### src/rtl/tx_dac_sequencer.sv
// TX DAC sequencer: paces sample requests from the upstream TX FIFO reader,
// double-buffers one sample set per frame, interleaves I/Q words onto a 14-bit
// DAC bus and mutes the output while the FIFO underruns.
module tx_dac_sequencer #(
   parameter int UNMUTE_STROBES = 4
) (
   input  logic        txclk,
   input  logic        reset,
   input  logic        enable,
   input  logic [7:0]  interp_rate,
   input  logic [3:0]  channels,
   input  logic [15:0] tx_i_0,
   input  logic [15:0] tx_q_0,
   input  logic [15:0] tx_i_1,
   input  logic [15:0] tx_q_1,
   input  logic        tx_empty,
   output logic        txstrobe,
   output logic [13:0] dac_data,
   output logic        dac_frame,
   output logic        muted,
   output logic [15:0] underrun_count
);

   localparam int GW = $clog2(UNMUTE_STROBES + 1);

   typedef enum logic [1:0] {
      ST_IDLE = 2'd0,
      ST_RUN  = 2'd1,
      ST_MUTE = 2'd2
   } state_t;

   state_t           state_r, state_next_s;
   logic [7:0]       strobe_cnt_r, cnt_next_s, reload_s;
   logic             strobe_r;
   logic [1:0]       slot_r;
   logic [GW-1:0]    good_cnt_r, good_next_s;
   logic [3:0][15:0] pend_r, act_r, capt_s;
   logic [13:0]      dac_data_r;
   logic             dac_frame_r;
   logic             muted_r;
   logic [15:0]      underrun_r, underrun_next_s;

   // Round 16-bit two's complement to 14 bits; only the positive edge can overflow.
   function automatic logic [13:0] to_dac14(input logic [15:0] x);
      logic [15:0] sum;
      sum = x + 16'd2;
      if (!x[15] && sum[15]) begin
         to_dac14 = 14'h1FFF;
      end else begin
         to_dac14 = sum[15:2];
      end
   endfunction

   // Strobe period never drops below the number of words per sample set.
   always_comb begin
      if (interp_rate >= {4'd0, channels}) begin
         reload_s = interp_rate;
      end else begin
         reload_s = {4'd0, channels};
      end
   end

   // Next state, strobe countdown, good-strobe run length and underrun tally.
   always_comb begin
      state_next_s    = state_r;
      cnt_next_s      = strobe_cnt_r;
      good_next_s     = good_cnt_r;
      underrun_next_s = underrun_r;
      case (state_r)
         ST_IDLE: begin
            state_next_s = ST_RUN;
            cnt_next_s   = reload_s;
            good_next_s  = {GW{1'b0}};
         end
         ST_RUN: begin
            if (strobe_r) begin
               cnt_next_s = reload_s;
            end else begin
               cnt_next_s = strobe_cnt_r - 8'd1;
            end
            if (strobe_r && tx_empty) begin
               state_next_s = ST_MUTE;
               good_next_s  = {GW{1'b0}};
               if (underrun_r != 16'hFFFF) begin
                  underrun_next_s = underrun_r + 16'd1;
               end else begin
                  underrun_next_s = underrun_r;
               end
            end else begin
               state_next_s = ST_RUN;
            end
         end
         ST_MUTE: begin
            if (strobe_r) begin
               cnt_next_s = reload_s;
            end else begin
               cnt_next_s = strobe_cnt_r - 8'd1;
            end
            if (good_cnt_r == GW'(UNMUTE_STROBES)) begin
               state_next_s = ST_RUN;
               good_next_s  = {GW{1'b0}};
            end else if (strobe_r && tx_empty) begin
               good_next_s = {GW{1'b0}};
            end else if (strobe_r) begin
               good_next_s = good_cnt_r + GW'(1);
            end else begin
               good_next_s = good_cnt_r;
            end
         end
         default: begin
            state_next_s = ST_IDLE;
            cnt_next_s   = 8'd0;
            good_next_s  = {GW{1'b0}};
         end
      endcase
   end

   // Sample set latched on a strobe; zeros while starved or muted, channel B zero when mono.
   always_comb begin
      capt_s = pend_r;
      if (strobe_r) begin
         if (tx_empty || (state_r == ST_MUTE)) begin
            capt_s = 64'd0;
         end else if (channels == 4'd2) begin
            capt_s = {16'd0, 16'd0, tx_q_0, tx_i_0};
         end else begin
            capt_s = {tx_q_1, tx_i_1, tx_q_0, tx_i_0};
         end
      end else begin
         capt_s = pend_r;
      end
   end

   // All sequencer state; enable low parks in IDLE but keeps the underrun tally.
   always_ff @(posedge txclk) begin
      if (reset || !enable) begin
         state_r      <= ST_IDLE;
         strobe_cnt_r <= 8'd0;
         strobe_r     <= 1'b0;
         slot_r       <= 2'd0;
         good_cnt_r   <= {GW{1'b0}};
         pend_r       <= 64'd0;
         act_r        <= 64'd0;
         dac_data_r   <= 14'd0;
         dac_frame_r  <= 1'b0;
         muted_r      <= 1'b0;
         if (reset) begin
            underrun_r <= 16'd0;
         end else begin
            underrun_r <= underrun_r;
         end
      end else begin
         state_r      <= state_next_s;
         strobe_cnt_r <= cnt_next_s;
         strobe_r     <= (cnt_next_s == 8'd0);
         good_cnt_r   <= good_next_s;
         underrun_r   <= underrun_next_s;
         muted_r      <= (state_next_s == ST_MUTE);
         pend_r       <= capt_s;
         if (state_r == ST_IDLE) begin
            slot_r      <= 2'd0;
            dac_data_r  <= 14'd0;
            dac_frame_r <= 1'b0;
         end else begin
            slot_r      <= slot_r + 2'd1;
            dac_data_r  <= to_dac14(act_r[slot_r]);
            dac_frame_r <= (slot_r == 2'd0);
            // A whole sample set swaps in only at the frame boundary.
            if (slot_r == 2'd3) begin
               act_r <= pend_r;
            end
         end
      end
   end

   assign txstrobe       = strobe_r;
   assign dac_data       = dac_data_r;
   assign dac_frame      = dac_frame_r;
   assign muted          = muted_r;
   assign underrun_count = underrun_r;

endmodule

### config.mk
export PLATFORM = sky130hd
export DESIGN_NAME = tx_dac_sequencer
export DESIGN_NICKNAME = d
export VERILOG_FILES = /design/src/rtl/tx_dac_sequencer.sv
export SDC_FILE = /design/constraint.sdc
export NUM_CORES = 1
export LEC_CHECK = 0
export CELL_PAD_IN_SITES_DETAIL_PLACEMENT = 1
export CELL_PAD_IN_SITES_GLOBAL_PLACEMENT = 1
export CORE_MARGIN = 3
export CORE_UTILIZATION = 37
export DETAILED_ROUTE_END_ITERATION = 8
export PLACE_DENSITY_LB_ADDON = 0.1
export SLEW_MARGIN = 20
export SYNTH_ARGS = -nofsm -noshare
export SYNTH_HDL_FRONTEND = slang
export SYNTH_SLANG_ARGS = --single-unit
### constraint.sdc
create_clock -name txclk -period 2.2 [get_ports txclk]
set_input_delay 0.44 -clock txclk [delete_from_list [all_inputs] [get_ports txclk]]
set_output_delay 0.44 -clock txclk [all_outputs]
set_load 0.005 [all_outputs]
* Word-level counts from Yosys, hierarchy flattened
Index checks and enable logic that the tools add are counted.
** Storage, ports and cells
- Register bits :: 176
- Word-level logic and storage cells :: 75
** Cells by class
- Add/subtract/negate cells :: 5
- $lt $le $gt $ge :: 2
- Eq/ne operators :: 10
- Multiplexer cells :: 21
- Bitwise gates (word level) :: 1
- Reductions and logical operators :: 18
** Operators by type and width (number)
- 2-to-1 mux 64 bit :: 2
- 2-to-1 mux 16 bit :: 6
- binary-select mux 16 bit (select 2 bit) :: 1
- adder 16 x 1 -> 16 bit, second input constant :: 1
- adder 16 x 2 -> 16 bit, second input constant :: 1
- 2-to-1 mux 8 bit :: 2
- inequality test 16 bit, second input constant :: 1
- one-hot mux 8 bit (2 select lines) :: 1
- 2-to-1 mux 13 bit :: 1
- 2-to-1 mux 3 bit :: 4
- greater-or-equal comparator 8 x 4 -> 1 bit :: 1
- zero test 8 bit :: 1
- subtractor 8 x 1 -> 8 bit, second input constant :: 1
- equality test 2 bit, second input constant :: 3
- one-hot mux 2 bit (3 select lines) :: 1
- one-hot mux 3 bit (2 select lines) :: 1
- nonzero test 2 bit :: 3
- equality test 4 x 2 -> 1 bit, second input constant :: 1
- zero test 2 bit :: 2
- 2-to-1 mux 2 bit :: 2
- inequality test 2 bit, second input constant :: 2
- inequality test 4 bit, second input constant :: 1
- AND reduction 2 bit :: 2
- AND reduction 4 bit :: 1
- 11 further kinds :: 15

* Longest topological paths before layout
- Depth after elaboration :: 5
- Mapped depth :: 10
- Depth with buffers taken out :: 8

* Worst setup path before layout
OpenSTA, ideal clock, no wires.
- Kind :: input-to-reg
- From :: in interp_rate[0]
- To :: reg strobe_r, in the netlist txstrobe
- Arrival :: 2249 ps
- Data required time :: 2108 ps
- Path slack :: -141 ps
- Stages :: 9
- Cell sequence :: inv_1 > ha_1 > or3b_2 > o2111ai_1 > and2_1 > clkbuf_1 > mux2i_1 > o221ai_1 > o32ai_1
** On the way
- Cells in the longest elaborated chain, start to end :: 5
** Ends and longest elaborated chain
- start, declared :: line 10 : input logic [7:0] interp_rate,
- greater-or-equal comparator 8 x 4 -> 1 bit :: line 56 : if (interp_rate >= {4'd0, channels}) begin
- 2-to-1 mux 8 bit * :: line 56
- 2-to-1 mux 8 bit :: line 76, 94
- one-hot mux 8 bit (2 select lines) * :: line 69 : case (state_r)
- zero test 8 bit * :: line 155 : strobe_r <= (cnt_next_s == 8'd0);
- end signal, assigned :: line 155
- end, declared :: line 34 : logic strobe_r;
Mark *: on every way between the ends. The rest lies on a longest branch, timed or not.
A chain may end at the register's enable or synchronous reset.

* Worst setup path after layout
- From :: reg state_r[0]
- To :: reg strobe_r, in the netlist txstrobe
** On the way
- Cells in the longest elaborated chain, start to end :: 4
** Ends and longest elaborated chain
- start, declared :: line 32 : state_t state_r, state_next_s;
- start signal, assigned :: line 153 : state_r <= state_next_s;
- equality test 2 bit or equality test 2 x 1 -> 1 bit (tied branches) :: line 69
- OR reduction 2 bit (no line)
- one-hot mux 8 bit (2 select lines) * :: line 69
- zero test 8 bit * :: line 155
Marks and branches as above.

==> results.py <==
metrics = {
    "run_status": {
        "status": "finished, violations left",
        "failed_checks": "negative setup slack",
    },
    "worst_setup_path": {
        "critPathTopFamily": "compound AO/OA/AOI/OAI gates",
        "arrival_ns": 2.58,
        "critPathLaunchType": "flip-flop",
        "cp.required_ns": 2.53,
        "crit_buf_inv": 2,
        "crit_chain": "inv_4, ha_4, a21o_1, buf_6, a21oi_2, o21ai_2, a2111oi_4, o2111ai_2, o32ai_2",
        "cpPeakStageDelay_ns": 0.44,
        "slowest_stage": "a2111oi_4",
        "end_kind": "flip-flop",
        "cp_max_fo": 4,
        "worst-setup-path-type": "reg2reg",
    },
    "floorplan": {
        "start_util": 0.381,
        "die-width_um": 145,
        "dieArea_mm2": 0.0212,
        "ioPinCount": 113,
        "core_area_mm2": 0.0189,
        "rows": 50,
        "die_h_um": 145,
    },
    "finish": {
        "post-route-util": 0.509,
        "area_delta_synth_final_pct": 33.7,
        "final_cell_area_mm2": 0.00962,
        "diodes": 0,
        "final_nets": 1033,
        "final_common_cell": "dfxtp_1",
        "drive_gt1_frac": 0.144,
        "seq_area_mm2": 0.00353,
        "fin_cells": 1210,
        "multi_input_area_mm2": 0.00359,
        "layout_common_cells": "dfxtp_1 (147), a21oi_1 (138), nand2_1 (137)",
        "nFillCells": 2157,
    },
    "clocking": {
        "cts_num_sinks": 168,
        "htreeDepth": 4,
        "cts_inserted_buffers": 17,
        "clkSlewWorstSetupHoldPaths_ns": 0.07,
        "clockRootBuffer": "clkbuf_16",
        "cts_tree": "yes",
        "clk_path_buf_depth": 2,
        "clk_latency_ns": 0.43,
    },
    "worst_hold_path": {
        "hold_class": "reg2reg",
    },
    "grt": {
        "grt.total_usage": 0.201,
        "grt_overflow_total": 0,
        "grt_max_degree": 126,
        "grt_pass1_vias": 6550,
        "grt_pass1_wl_um": 34300,
        "grt_antenna_before_repair": 0,
    },
    "place": {
        "place_ws_ns": -0.662,
        "place_area_mm2": 0.00875,
        "dp_hpwl_um": 14900,
        "io_buffer_count": 108,
        "placedCellCount": 1171,
        "place.gp.congestion": 0.810,
    },
    "route": {
        "first_pass_iters": 4,
        "route.vias.total": 6076,
        "wl_um": 21100,
        "vias_per_cell": 5.02,
        "ant_nets": 0,
        "drc": 0,
        "drt_iter0_drc": 290,
        "wire_per_inst_um": 17.5,
    },
    "synthesis": {
        "netlist_top_cells_area": "dfxtp_1 (42%), a21oi_1 (9.7%), nand2_1 (7.1%)",
        "synthMuxAreaShare": 0.0511,
        "syn_area_per_cell_um2": 8.78,
        "synth_area_mm2": 0.00719,
        "synth_top_cell_by_area": "dfxtp_1",
        "synth_top_family_by_area": "simple AND/OR/NAND/NOR gates",
        "yosys_warnings": 0,
        "synth-main-ff-cell": "dfxtp_1",
        "syn_inst": 819,
        "synthArstFlopShare": 0,
        "synth_xor_area_frac": 0.0304,
        "yosysUniqueCellTypes": 52,
        "ys_seq_elements": 168,
        "netlist.area_leader.share": 0.423,
        "synth_compound_area_frac": 0.136,
        "syn_nets": 915,
        "synth_edf_count": 16,
        "yosysSeqAreaShare": 0.490,
        "synthAdderAreaFrac": 0.0278,
        "yosys.area_share.simple": 0.223,
    },
    "timing": {
        "finalSetupTns_ns": -0.0500,
        "finalCriticalPeriod_ns": 2.25,
        "rsz0062_at_grt": "true",
        "hold_ws_ns": 0.454,
        "setup_viol": 1,
        "worst_slew_pin_slew_ns": 0.839,
        "skew_ns": 0.00920,
        "post-route-period-util": 1.02,
        "finalWorstSetupSlack_ns": -0.0500,
        "max_freq_mhz": 444,
        "slew_violations": 0,
        "slew_headroom": 0.439,
        "hold_violations": 0,
    },
    "power": {
        "comb_power_share": 0.072,
        "p_total_mw": 6.75,
        "pwr-share-seq": 0.465,
        "sw_frac_of_total": 0.228,
        "p_per_area_mw_per_mm2": 702,
        "p_switching_mw": 1.54,
        "irDropWorstVdd_uv": 462,
        "power.internal_mw": 5.21,
        "p_leak_nw": 3.45,
        "power.share.clock": 0.463,
    },
    "job": {
        "maxCapViolCount": 0,
    },
}
[power groups by stage]
stage | combinational [mW] | sequential, mW | clock (mW)
2_1_floorplan | 0.162 | 3.21 | 0
3_3_place_gp | 0.405 | 3.21 | 0
3_5_place_dp | 0.419 | 3.21 | 0
4_1_cts | 0.453 | 3.14 | 3.17
5_1_grt | 0.523 | 3.14 | 3.34
6_report | 0.487 | 3.14 | 3.12
[registers in the layout, summed over array words and instances (netlist names)]
| name | cells |
|---|---|
| underrun_count | 16 |
| state_r | 2 |
| slot_r | 2 |
| muted | 1 |
| strobe_cnt_r | 8 |
| dac_frame | 1 |
| txstrobe | 1 |
| pend_r | 60 |
| act_r | 60 |
| dac_data | 14 |
| good_cnt_r | 3 |
[path summary, 6_finish.rpt]
check        slack [ns]       start   endpoint  depth (start not counted)
max               -0.05  state_r[0]   txstrobe                          9
min                0.45   act_r[21]  act_r[21]                          2
max reg2reg       -0.05  state_r[0]   txstrobe                          9
min reg2reg        0.45   act_r[21]  act_r[21]                          2
[cells by family (layout without fill, tap and decap cells)]
family                     Yosys count  after routing
and+or+nand+nor                    343            343
AOI/OAI and AO/OA                  177            177
xor gates and xnor gates            25             25
buffers and inverters               72            203
muxes                               18             18
DFF                                168            168
adders and majority gates           16             16
[area by class of cell]
type | count | share of cell area
inverter | 19 | 0.00767
timing repair buffer | 152 | 0.155
sequential | 168 | 0.367
clock inverter | 13 | 0.0173
tap | 260 | 0.0338
multi-input combinational | 579 | 0.373
clock buffer | 19 | 0.0460
[layer usage]
layer | global-route usage | up-vias | wire length [µm]
met5 | 0 | - | 0
met2 | 0.354 | 90 | 10600
met4 | 0.0470 | 0 | 161
met1 | 0.251 | 2988 | 9670
met3 | 0.0448 | 12 | 696
li1 | - | 2986 | -
[repair_timing]
item / CTS / global route
pin swaps: 8 / 5
buffers inserted: 4 / 3
setup endpoints to repair: 4 / 34
hold buffers: 0 / 0
gates resized for setup: 15 / 31
hold endpoints to repair: 0 / 0
[cells in the mapped netlist (all sizes together) (2+ instances only)]
cell / instances
a21oi: 140
a22oi: 2
and2: 10
and3: 4
buf: 6
clkbuf: 47
dfxtp: 152
edfxtp: 16
ha: 16
inv: 19
mux2i: 3
mux4: 15
nand2: 137
nand2b: 5
nand3: 7
nand3b: 2
nand4: 6
nor2: 90
nor2b: 64
nor3: 4
nor3b: 2
nor4: 2
o2111ai: 2
o21a: 13
o21ai: 8
or3: 4
or4: 2
xnor2: 12
xor2: 13
[tightest hold or removal path, stage by stage (launching register included)]
cell and delay [ns]:
dfxtp_1 0.31, nand2_1 0.05, a21oi_1 0.05
Power figures use the tool's default switching activity.
